--- src/rtl/led7_disp_arbiter.sv ---
// Two-requester display arbiter: round-robin grant, saturating capture,
// sequential shift-add-3 binary-to-BCD conversion, then a minimum hold
// period before the next grant. All outputs are registered.
module led7_disp_arbiter #(
  parameter int unsigned HOLD_CYCLES = 50000000
) (
  input  logic        clock_50Mhz,
  input  logic        reset,
  input  logic        req_a,
  input  logic [13:0] val_a,
  output logic        ack_a,
  input  logic        req_b,
  input  logic [13:0] val_b,
  output logic        ack_b,
  output logic [15:0] disp_bcd,
  output logic        disp_src,
  output logic        disp_update,
  output logic        disp_ovf,
  output logic        busy
);

  typedef enum logic [1:0] {
    IDLE    = 2'd0,
    CONVERT = 2'd1,
    HOLD    = 2'd2
  } state_t;

  localparam logic [25:0] HOLD_LAST = 26'(HOLD_CYCLES - 1);
  localparam logic [3:0]  ITER_LAST = 4'd14;
  localparam logic [13:0] BCD_MAX   = 14'd9999;

  state_t      state, state_nx;
  logic [3:0]  iter_cnt, iter_nx;
  logic [25:0] hold_cnt, hold_nx;
  logic [13:0] bin, bin_nx;
  logic [15:0] bcd, bcd_nx;
  logic        src, src_nx;
  logic        ovf, ovf_nx;
  logic        prio_b, prio_nx;

  logic        ack_a_nx, ack_b_nx;
  logic [15:0] disp_bcd_nx;
  logic        disp_src_nx, disp_ovf_nx, disp_update_nx, busy_nx;

  logic [15:0] bcd_adj;
  logic        sel_b;
  logic [13:0] sel_val;

  // Add-3 correction of every BCD nibble that is 5 or more
  always_comb begin
    bcd_adj = bcd;
    for (int unsigned i = 0; i < 4; i++) begin
      if (bcd[4*i +: 4] >= 4'd5) begin
        bcd_adj[4*i +: 4] = bcd[4*i +: 4] + 4'd3;
      end
    end
  end

  // Winner selection: a lone requester wins; on a tie the pointer decides
  always_comb begin
    sel_b   = req_b & (~req_a | prio_b);
    sel_val = sel_b ? val_b : val_a;
  end

  // Next-state and next-output logic
  always_comb begin
    state_nx       = state;
    iter_nx        = iter_cnt;
    hold_nx        = hold_cnt;
    bin_nx         = bin;
    bcd_nx         = bcd;
    src_nx         = src;
    ovf_nx         = ovf;
    prio_nx        = prio_b;
    ack_a_nx       = 1'b0;
    ack_b_nx       = 1'b0;
    disp_bcd_nx    = disp_bcd;
    disp_src_nx    = disp_src;
    disp_ovf_nx    = disp_ovf;
    disp_update_nx = 1'b0;

    unique case (state)
      IDLE: begin
        if (req_a || req_b) begin
          if (sel_val > BCD_MAX) begin
            bin_nx = BCD_MAX;
            ovf_nx = 1'b1;
          end else begin
            bin_nx = sel_val;
            ovf_nx = 1'b0;
          end
          src_nx   = sel_b;
          prio_nx  = ~sel_b;
          ack_a_nx = ~sel_b;
          ack_b_nx = sel_b;
          iter_nx  = '0;
          bcd_nx   = '0;
          state_nx = CONVERT;
        end
      end
      CONVERT: begin
        // Iterations run while the counter is 0..13; the edge that sees 14
        // publishes the result, giving a 15-clock ack-to-update latency.
        if (iter_cnt == ITER_LAST) begin
          disp_bcd_nx    = bcd;
          disp_src_nx    = src;
          disp_ovf_nx    = ovf;
          disp_update_nx = 1'b1;
          hold_nx        = '0;
          state_nx       = HOLD;
        end else begin
          bcd_nx  = {bcd_adj[14:0], bin[13]};
          bin_nx  = {bin[12:0], 1'b0};
          iter_nx = iter_cnt + 4'd1;
        end
      end
      HOLD: begin
        if (hold_cnt == HOLD_LAST) begin
          state_nx = IDLE;
        end else begin
          hold_nx = hold_cnt + 26'd1;
        end
      end
      default: state_nx = IDLE;
    endcase

    busy_nx = (state_nx != IDLE);
  end

  // State, datapath and registered outputs
  always_ff @(posedge clock_50Mhz or negedge reset) begin
    if (!reset) begin
      state       <= IDLE;
      iter_cnt    <= '0;
      hold_cnt    <= '0;
      bin         <= '0;
      bcd         <= '0;
      src         <= 1'b0;
      ovf         <= 1'b0;
      prio_b      <= 1'b0;
      ack_a       <= 1'b0;
      ack_b       <= 1'b0;
      disp_bcd    <= '0;
      disp_src    <= 1'b0;
      disp_ovf    <= 1'b0;
      disp_update <= 1'b0;
      busy        <= 1'b0;
    end else begin
      state       <= state_nx;
      iter_cnt    <= iter_nx;
      hold_cnt    <= hold_nx;
      bin         <= bin_nx;
      bcd         <= bcd_nx;
      src         <= src_nx;
      ovf         <= ovf_nx;
      prio_b      <= prio_nx;
      ack_a       <= ack_a_nx;
      ack_b       <= ack_b_nx;
      disp_bcd    <= disp_bcd_nx;
      disp_src    <= disp_src_nx;
      disp_ovf    <= disp_ovf_nx;
      disp_update <= disp_update_nx;
      busy        <= busy_nx;
    end
  end

endmodule

--- config.mk ---
export PLATFORM = sky130hd
export DESIGN_NAME = led7_disp_arbiter
export DESIGN_NICKNAME = d
export VERILOG_FILES = /design/src/rtl/led7_disp_arbiter.sv
export SDC_FILE = /design/constraint.sdc
export NUM_CORES = 1
export LEC_CHECK = 0
export ABC_AREA = 1
export ABC_CLOCK_PERIOD_IN_PS = 3650
export BUFFER_PORTS_ARGS = -buffer_cell sky130_fd_sc_hd__buf_2
export CORE_ASPECT_RATIO = 1.1
export CORE_MARGIN = 2
export CORE_UTILIZATION = 60
export DETAILED_ROUTE_END_ITERATION = 10
export HOLD_SLACK_MARGIN = 0.03
export PLACE_DENSITY = 0.8
export REMOVE_ABC_BUFFERS = 1
export SYNTH_ARGS = -nofsm -noshare
export SYNTH_HDL_FRONTEND = slang
export SYNTH_SLANG_ARGS = --single-unit
--- constraint.sdc ---
create_clock -name clock_50Mhz -period 3.65 [get_ports clock_50Mhz]
set_input_delay 0.1825 -clock clock_50Mhz [delete_from_list [all_inputs] [get_ports clock_50Mhz]]
set_output_delay 0.1825 -clock clock_50Mhz [all_outputs]
set_load 0.02 [all_outputs]
==> impl_results.md, run 1 <==
- Share of layout cells above drive strength 1: 13.8%
- Critical Path Start Type: flop
- Worst EP required: 3900 ps
- R2r startpoint: iter_cnt[0]
- Setup TNS Final: 0 ps
- Final worst-path cycle share: 65.2%
- Combinational share of power: 28.1%
- Final Hold Viols: 0
- Max-Cap Viols: 0
- Hold Crit Class: in2async
- Synth cell types: 34
- Iter 0 DRT Violations: 182
- Post-Synth XOR/XNOR Area: 3.13%
- WL per Instance: 13.8 um
- Sequential share of the synthesized area: 45.8%
- I/O pin count: 54
- Mapped Cells: 616
- # hold bufs at CTS: 0
- Worst Setup Slack post-DPL: 1260 ps
- Normalized max-slew margin: 27.3%
- Starting Density: 61.1%
- Site row count: 34
- Count of pins over their slew limit: 0
- Nets: 706
- Vias in the first global route: 4,155
- Post-Synth Adder-Cell Area: 2.89%
- Final clock skew: 9.60 ps
- Combinational family with the most area after synthesis: simple AND/OR/NAND/NOR gates
- Yosys warning count: 0
- Mean post-synth cell area: 7.72 sq um
- First-pass GRT wire length: 18,100 um
- Int Pwr: 1.73 mW
- Number of synthesized flops with an enable pin: 0
- Leak: 2.59 nW
- Synth Area in Compound Gates: 12.1%
- CTS tree: done
- Multi-input logic area: 0.00217 sq mm
- Htree depth: 3
- # clock sinks: 87
- Reg area: 0.00218 sq mm
- Remaining DRCs: 0
- CP Max Fanout: 43
- Fmax: 420 MHz
- Drt first pass iters: 4
- RR Endpoint: iter_cnt[2]
- Crit path kind: reg2reg
- Clock share of power: 26.1%
- FFs w/ async S/R, synth: 100%
- R2r worst-path depth: 11
- Largest net degree at the start of global routing: 88
- ANT nets after route: 0
- Mapped Area: 0.00476 sq mm
- # diodes: 0
- Global Route Usage Sum: 26.5%
- Syn-to-layout area delta: 10.5%
- Routed wire length: 10,700 um
- Total power per unit cell area: 507 mW/mm^2
- Initial antenna violation count: 0
- IO Port Bufs: 53
- Synth Flop Type: dfrtp_1
- #FFs+latches synth: 87
- Final HPWL DP: 7810 um
- Setup violators final: 0
- Crit path arrival time: 2630 ps
- CTS Buf Count: 9
- Slew @ Worst Pin: 1090 ps
- Core area: 0.00778 sq mm
- Total number of vias: 4,146
- Unrepaired setup endpoints after global routing: no
- Crit path capture type: flop
- FF-to-FF setup slack: 1270 ps
- Clk slew on worst S/H paths: 90 ps
- Critical Path Source: iter_cnt[0]
- Filler cells: 648
- Gpl congestion: 0.956
- Status: finished clean
- Seq pwr share: 45.8%
- Resized Gates After CTS: 0
- Total grt overflow: 0
- Die Width: 88.9 um
- Min Tclk post-route: 2380 ps
- Vias per inst: 5.34
- Peak supply drop: 458 uV
- Critical Path End: iter_cnt[2]
- Worst skew pair latency: 360 ps
- Post-CTS Setup Inserts: 0
- Longest Clk Path Bufs: 2
- Switching Share: 34.9%
- CTS Root Cell: clkbuf_8
- Die Y: 97.4 um
- Die ar.: 0.00866 sq mm
- Mux cell area share after synthesis: 0%
- Net Switching: 0.930 mW
- PnR worst setup slack: 1270 ps
- Post-Synth Simple-Gate Area: 27.5%
-- placed cells by master, fill, tap and decap left out, drive strengths merged --
cell type	n
nand4	11
nor3	13
clkinv	3
clkinvlp	2
inv	74
a21oi	16
a31o	3
o21bai	1
nor2	57
nor4	1
o22ai	20
o21a	2
ha	11
o32ai	1
bufinv	1
xor2	17
nand3	48
clkbuf	10
nand2	172
dfrtp	87
buf	56
o21ai	62
-- state kept, by name, summed over array words and instances (netlist names) --
name,cells
disp_src,1
iter_cnt,4
bcd,16
bin,14
disp_ovf,1
disp_update,1
ack_b,1
prio_b,1
state,2
busy,1
ovf,1
hold_cnt,26
disp_bcd,16
ack_a,1
src,1
-- worst min-delay path by stage --
| stage | cells after the start | start | endpoint |
|---|---|---|---|
| final | 1 | reset | hold_cnt[4] |
| after global routing | 1 | reset | hold_cnt[11] |
| after CTS | 1 | reset | hold_cnt[4] |
| after detailed placement | 1 | reset | hold_cnt[10] |
| after global placement | 1 | reset | hold_cnt[4] |
| after floorplan | 0 | reset | ack_a |
-- cell type report --
class | count | area share, %
Clock inverter | 6 | 1.29
Sequential cell | 87 | 41.4
Timing Repair Buffer | 56 | 5.52
Multi-Input combinational cell | 435 | 41.3
Tap cell | 108 | 2.57
Inverter | 74 | 5.33
Clock buffer | 10 | 2.62
-- metal layers --
layer	up-vias	track usage [%]	wire length, um
met2	96	45.1	5460
met3	25	4.76	374
met5	-	0	0
met4	0	10.8	320
li1	2093	-	-
met1	1932	32.4	4560
-- cell families after synthesis --
logic type,Yosys count
AOI/OAI and AO/OA,105
xor gates and xnor gates,17
adders and majority gates,11
buffers and inverters,94
DFF,87
and+or+nand+nor,302
-- stage by stage --
stage	hold WS (ps)	total power [mW]	std cells	util, %	area, sq um
floorplan	-113	1.75	596	-	4630
global placement	443	1.95	760	64.9	5050
detailed placement	451	1.99	760	64.9	5050
CTS	55.3	2.68	776	67.5	5260
global route	121	2.83	776	67.5	5260
finish	8.73	2.66	776	67.5	5260
-- power by group through the flow --
stage	Combinational, mW	Sequential (mW)	Clock, mW
floorplan	0.421	1.32	0
global placement	0.718	1.23	0
detailed placement	0.747	1.24	0
CTS	0.751	1.22	0.706
global route	0.838	1.24	0.745
finish	0.748	1.22	0.696
-- synth_stat cells, types with 3 or more instances --
library cell  count  area (sq um)
nand2_1         168           631
dfrtp_1          87          2180
inv_1            66           248
nor2_1           53           199
nand3_1          48           240
o21ai_0          39           195
o21ai_1          22           110
o22ai_1          20           125
xor2_1           17           149
a21oi_1          16          80.1
nor3_1           12          60.1
ha_1             11           138
nand4_1          10          62.6
buf_2             6          30.0
buf_6             5          56.3
clkbuf_1          5          18.8
inv_2             5          18.8
a31o_2            3          26.3
buf_4             3          22.5
-- worst max-delay path, stage by stage, from the launching register on --
cell	delay, ps
dfrtp_1	390
inv_1	140
ha_1	170
nand2_1	50
nor2_1	170
nand2_4	270
nand2_1	160
nand2_1	320
inv_2	350
nor2_1	90
o21ai_1	120
a21oi_1	40
Note: power is estimated with default switching activity, not from simulation.
==> run 2, diff against run 1 <==
--- a/config.mk
+++ b/config.mk
@@ -6,14 +6,14 @@
 export NUM_CORES = 1
 export LEC_CHECK = 0
 export ABC_AREA = 1
-export ABC_CLOCK_PERIOD_IN_PS = 3650
+export ABC_CLOCK_PERIOD_IN_PS = 2400
 export BUFFER_PORTS_ARGS = -buffer_cell sky130_fd_sc_hd__buf_2
 export CORE_ASPECT_RATIO = 1.1
 export CORE_MARGIN = 2
-export CORE_UTILIZATION = 60
+export CORE_UTILIZATION = 59
 export DETAILED_ROUTE_END_ITERATION = 10
 export HOLD_SLACK_MARGIN = 0.03
-export PLACE_DENSITY = 0.8
+export PLACE_DENSITY = 0.78
 export REMOVE_ABC_BUFFERS = 1
 export SYNTH_ARGS = -nofsm -noshare
 export SYNTH_HDL_FRONTEND = slang
==> constraint.sdc (replaced) <==
create_clock -name clock_50Mhz -period 2.4 [get_ports clock_50Mhz]
set_input_delay 0.12 -clock clock_50Mhz [delete_from_list [all_inputs] [get_ports clock_50Mhz]]
set_output_delay 0.12 -clock clock_50Mhz [all_outputs]
set_load 0.02 [all_outputs]
==> impl_results.md, run 2 (same netlist as run 1, synthesis figures left out) <==
- Final worst-path cycle share: 82.9%
- IO Port Bufs: 53
- Gpl congestion: 0.981
- R2r startpoint: hold_cnt[0]
- Worst Min Path Start: val_a[3]
- Max reg flops: 26
- Unrepaired setup endpoints after global routing: no
- I/O pin count: 54
- FF-to-FF setup slack: 410 ps
- Drt first pass iters: 5
- Site row count: 34
- Total power per unit cell area: 744 mW/mm^2
- Worst skew pair latency: 350 ps
- Post-Route Utilization: 67.4%
- Min Tclk post-route: 1990 ps
- CTS Buf Count: 9
- Share of layout cells above drive strength 1: 14.5%
- Critical Path Start Type: flop
- Status: finished clean
- CP Max Fanout: 25
- Nets: 713
- Normalized max-slew margin: 61.0%
- Total grt overflow: 0
- Resized Gates After CTS: 0
- Die Width: 89.6 um
- CP Buf/Inv Count: 1
- ANT nets after route: 0
- Crit path arrival time: 2220 ps
- Worst EP required: 2630 ps
- Switching Share: 35.7%
- Critical path's top delay family: simple AND/OR/NAND/NOR gates
- Clock share of power: 24.0%
- Final Cell Area: 0.00530 sq mm
- Pwr Total: 3.94 mW
- Die ar.: 0.00880 sq mm
- Slew @ Worst Pin: 586 ps
- # clock sinks: 87
- Global Route Usage Sum: 26.2%
- Fmax: 503 MHz
- Seq pwr share: 47.0%
- CP max-delay cell: dfrtp_1
- Hold depth: 5
- Core area: 0.00787 sq mm
- Final Hold Viols: 0
- Count of pins over their slew limit: 0
- CTS Root Cell: clkbuf_8
- # diodes: 0
- Largest regs: hold_cnt (26), bcd (16), disp_bcd (16)
- Die Y: 98.2 um
- Hold Crit Class: in2reg
- Starting Density: 60.5%
- CTS tree: done
- Vias in the first global route: 4,161
- First-pass GRT wire length: 18,200 um
- Leak: 2.62 nW
- Max-Cap Viols: 0
- Remaining DRCs: 0
- Critical Path Source: hold_cnt[0]
- Iter 0 DRT Violations: 208
- Biggest register: hold_cnt
- Total number of vias: 4,256
- Crit. path cell count: 8
- Largest net degree at the start of global routing: 45
- Setup violators final: 0
- Most common cell after layout, fill and taps aside: nand2_1
- Crit path kind: reg2reg
- Delay of the slowest critical-path stage: 440 ps
- Combinational share of power: 29.0%
- Crit path capture type: flop
- Syn-to-layout area delta: 11.4%
- Cells along the critical path: ha_1 > nand2_1 > nor3_4 > nand4_2 > nand2_2 > nand2_4 > inv_4 > o21ai_0
- Clk slew on worst S/H paths: 90 ps
- Int Pwr: 2.54 mW
- Routed wire length: 10,900 um
- Most frequent cells in the layout: nand2_1, dfrtp_1, inv_1
- Initial antenna violation count: 0
- WL per Instance: 14.0 um
- Peak supply drop: 641 uV
- Htree depth: 3
- R2r worst-path depth: 8
- Final clock skew: 7.73 ps
- Final HPWL DP: 8030 um
- Area post-placement: 0.00511 sq mm
- Longest Clk Path Bufs: 2
- Vias per inst: 5.44
- Net Switching: 1.41 mW
run 2: cell count changes in the layout (fill, tap and decap cells not counted):
| cell | previous run | this run |
|---|---|---|
| buf_4 | 4 | 9 |
| clkinv_4 | 0 | 2 |
| inv_6 | 2 | 1 |
| dlygate4sd3_1 | 0 | 1 |
| clkinv_2 | 1 | 2 |
| buf_12 | 0 | 1 |
| clkinvlp_4 | 2 | 1 |
| bufinv_16 | 1 | 0 |
run 2: worst paths after layout:
kind	end
max	hold_cnt[19]
min	bin[3]
max reg2reg	hold_cnt[19]
min reg2reg	disp_bcd[1]
max in group asynchronous	hold_cnt[9]
min in group asynchronous	src
run 2: metrics by stage:
stage | instances | setup TNS (ps) | hold WS (ps) | setup slack (ps)
floorplan | 596 | -1410 | -176 | -226
global placement | 766 | 0 | 155 | 526
detailed placement | 766 | 0 | 162 | 434
CTS | 783 | 0 | 73.4 | 418
global route | 783 | 0 | 92.8 | 212
finish | 783 | 0 | 83.3 | 410
run 2: repair_timing:
| action | in CTS | in global routing |
|---|---|---|
| hold buffers | 1 | 0 |
| buffers inserted | 0 | 0 |
| endpoints found under the hold margin | 43 | 0 |
run 2: cell type report:
class / instances / area, sq um
clock buffer: 10 / 138
clock inverter: 6 / 43.8
fill: 662 / 2570
inverter: 74 / 280
multi-input combinational: 435 / 2170
sequential: 87 / 2180
tap: 108 / 135
timing repair buffer: 63 / 358
run 2: worst register-to-register path, stage by stage (launching register included):
cell and delay (ps):
dfrtp_1 440, ha_1 250, nand2_1 120, nor3_4 280
nand4_2 160, nand2_2 100, nand2_4 180, inv_4 220
o21ai_0 120
run 2: layer usage:
metal / global-route usage, % / part of all wire (%)
met3: 4.31 / 3.6
met2: 44.5 / 52
met1: 33.1 / 43
met5: 0 / 0
met4: 9.53 / 1.6
run 2: power by group through the flow:
stage / Clock, mW / Combinational [mW] / Sequential, mW
floorplan: 0 / 0.640 / 2.01
global placement: 0 / 1.09 / 1.87
detailed placement: 0 / 1.15 / 1.88
CTS: 0.965 / 1.15 / 1.85
global route: 1.04 / 1.30 / 1.89
finish: 0.947 / 1.14 / 1.85
==> run 3, diff against run 2 <==
--- a/config.mk
+++ b/config.mk
@@ -6,14 +6,14 @@
 export NUM_CORES = 1
 export LEC_CHECK = 0
 export ABC_AREA = 1
-export ABC_CLOCK_PERIOD_IN_PS = 2400
+export ABC_CLOCK_PERIOD_IN_PS = 1700
 export BUFFER_PORTS_ARGS = -buffer_cell sky130_fd_sc_hd__buf_2
 export CORE_ASPECT_RATIO = 1.1
 export CORE_MARGIN = 2
-export CORE_UTILIZATION = 59
+export CORE_UTILIZATION = 53
 export DETAILED_ROUTE_END_ITERATION = 10
 export HOLD_SLACK_MARGIN = 0.03
-export PLACE_DENSITY = 0.78
+export PLACE_DENSITY = 0.74
 export REMOVE_ABC_BUFFERS = 1
 export SYNTH_ARGS = -nofsm -noshare
 export SYNTH_HDL_FRONTEND = slang
==> constraint.sdc (replaced) <==
create_clock -name clock_50Mhz -period 1.7 [get_ports clock_50Mhz]
set_input_delay 0.085 -clock clock_50Mhz [delete_from_list [all_inputs] [get_ports clock_50Mhz]]
set_output_delay 0.085 -clock clock_50Mhz [all_outputs]
set_load 0.02 [all_outputs]
==> impl_results.md, run 3 (same netlist as run 1, synthesis figures left out) <==
- Status: finished clean
- Die ar.: 0.00975 sq mm
- Largest regs: hold_cnt (26), bcd (16), disp_bcd (16)
- Gpl congestion: 0.955
- Biggest register: hold_cnt
- Htree depth: 3
- IO Port Bufs: 53
- Setup violators final: 0
- Cells along the critical path: buf_4 > inv_1 > nor2_4 > inv_1 > nor2_2 > nand3_1 > xor2_1 > nor2_1 > nand2_1 > o21ai_1
- CTS tree: done
- Die Y: 103 um
- Routed wire length: 11,400 um
- Worst Min Path Start: val_a[6]
- # diodes: 0
- CTS Buf Count: 9
- Worst skew pair latency: 380 ps
- Total power per unit cell area: 982 mW/mm^2
- R2r startpoint: hold_cnt[0]
- Inst Count DP: 792
- Iter 0 DRT Violations: 197
- Vias in the first global route: 4,086
- Site row count: 36
- Core area: 0.00878 sq mm
- Drt first pass iters: 5
- Crit path capture type: flop
- Most common cell after layout, fill and taps aside: nand2_1
- Critical path's top delay family: simple AND/OR/NAND/NOR gates
- Leak: 2.81 nW
- Min Tclk post-route: 1650 ps
- Final Hold Viols: 0
- Delay of the slowest critical-path stage: 410 ps
- I/O pin count: 54
- Global Route Usage Sum: 24.6%
- RR Endpoint: hold_cnt[13]
- Filler cells: 750
- WL per Instance: 13.9 um
- Normalized max-slew margin: 72.5%
- Share of layout cells above drive strength 1: 20.6%
- Final worst-path cycle share: 96.9%
- Vias per inst: 5.30
- Crit path kind: reg2reg
- Peak supply drop: 978 uV
- CP Max Fanout: 5
- CTS Root Cell: clkbuf_8
- FF-to-FF setup slack: 50 ps
- Most frequent cells in the layout: nand2_1, dfrtp_1, inv_1
- Hold path endpoint: bin[6]
- Finished Layout Cells: 823
- Longest Clk Path Bufs: 2
- Syn-to-layout area delta: 20.6%
- R2r worst-path depth: 10
- Critical Path Start Type: flop
- Crit. path cell count: 10
- Most frequent CP cell: inv_1
- CP Buf/Inv Count: 3
- Nets: 747
- Max reg flops: 26
- Final HPWL DP: 8120 um
- Clk slew on worst S/H paths: 90 ps
- Unrepaired setup endpoints after global routing: yes
- Total grt overflow: 0
- Max-Cap Viols: 0
- Largest net degree at the start of global routing: 36
- CP max-delay cell: dfrtp_1
- # clock sinks: 87
- Total number of vias: 4,358
- Starting Density: 54.2%
- Hold depth: 5
- First-pass GRT wire length: 18,600 um
- Count of pins over their slew limit: 0
- Final clock skew: 13.5 ps
- Slew @ Worst Pin: 412 ps
- Post-Route Utilization: 65.3%
- Fmax: 607 MHz
- Worst EP required: 2010 ps
- ANT nets after route: 0
- Initial antenna violation count: 0
- Hold Crit Class: in2reg
- Remaining DRCs: 0
- Crit path arrival time: 1960 ps
- Die Width: 94.3 um
[run 3: cell count changes in the layout (fill, tap and decap cells not counted), moves of 2 or more]
cell,previous run,this run
buf_12,1,3
buf_4,9,31
buf_6,0,5
clkinv_2,2,0
dlygate4sd3_1,1,4
inv_6,1,3
nand2_1,168,162
nand2_4,2,7
nor2_1,53,49
nor2_2,2,5
nor3_1,12,8
nor3_2,0,4
[run 3: where the power goes]
group	internal [mW]	total [mW]	leakage, nW	switching, mW
combinational	0.609	1.64	1.65	1.03
clock	0.585	1.39	0.0866	0.801
sequential	2.42	2.61	1.07	0.197
[run 3: metrics by stage]
stage | power [mW] | setup slack [ps] | cell area (sq um) | hold slack (ps) | TNS [ps]
6_report | 5.64 | 52.0 | 5740 | 72.5 | 0
5_1_grt | 6.01 | -44.0 | 5740 | 109 | -271
4_1_cts | 5.63 | 0.0522 | 5550 | 46.2 | 0
3_5_place_dp | 4.25 | -64.1 | 5290 | 42.0 | -507
3_3_place_gp | 4.17 | -30.7 | 5290 | 39.9 | -30.7
2_1_floorplan | 3.75 | -926 | 4630 | -211 | -24730
[run 3: layout make-up]
class / instances / area [sq um] / area share, %
multi-input cells: 436 / 2280 / 39.7
flip-flops and latches: 87 / 2180 / 38.0
well taps: 114 / 143 / 2.49
clock inverters: 5 / 41.3 / 0.719
repair buffers: 96 / 664 / 11.6
clock buffers: 11 / 141 / 2.46
inverters: 74 / 290 / 5.06
[run 3: how the worst max path moves through the flow]
stage / startpoint / to
2_1_floorplan: iter_cnt[0] / iter_cnt[2]
3_3_place_gp: iter_cnt[0] / iter_cnt[2]
3_5_place_dp: prio_b / bin[9]
4_1_cts: hold_cnt[22] / hold_cnt[14]
5_1_grt: iter_cnt[0] / bin[0]
6_report: hold_cnt[0] / hold_cnt[13]
[run 3: routing by layer]
layer | GRT usage [%] | vias to the layer above | wire length (um)
met5 | 0 | - | 0
met1 | 30.4 | 2036 | 4840
li1 | - | 2175 | -
met4 | 8.81 | 0 | 243
met3 | 5.14 | 25 | 572
met2 | 42.9 | 122 | 5790
[run 3: repair_timing]
| action | 4_1_cts | 5_1_grt |
|---|---|---|
| endpoints found under the hold margin | 90 | 0 |
| hold buffers | 4 | 0 |
| buffers inserted | 3 | 7 |
| cloned | 0 | 1 |
| pin swaps | 0 | 13 |
| gates resized for setup | 4 | 35 |
| endpoints found under the setup margin | 14 | 52 |
[run 3: tightest hold or removal path, cell delays in order]
cell and delay (ps):
buf_2 80, nand2_1 40, nand2_1 80, nand3_1 80, nand2_1 50
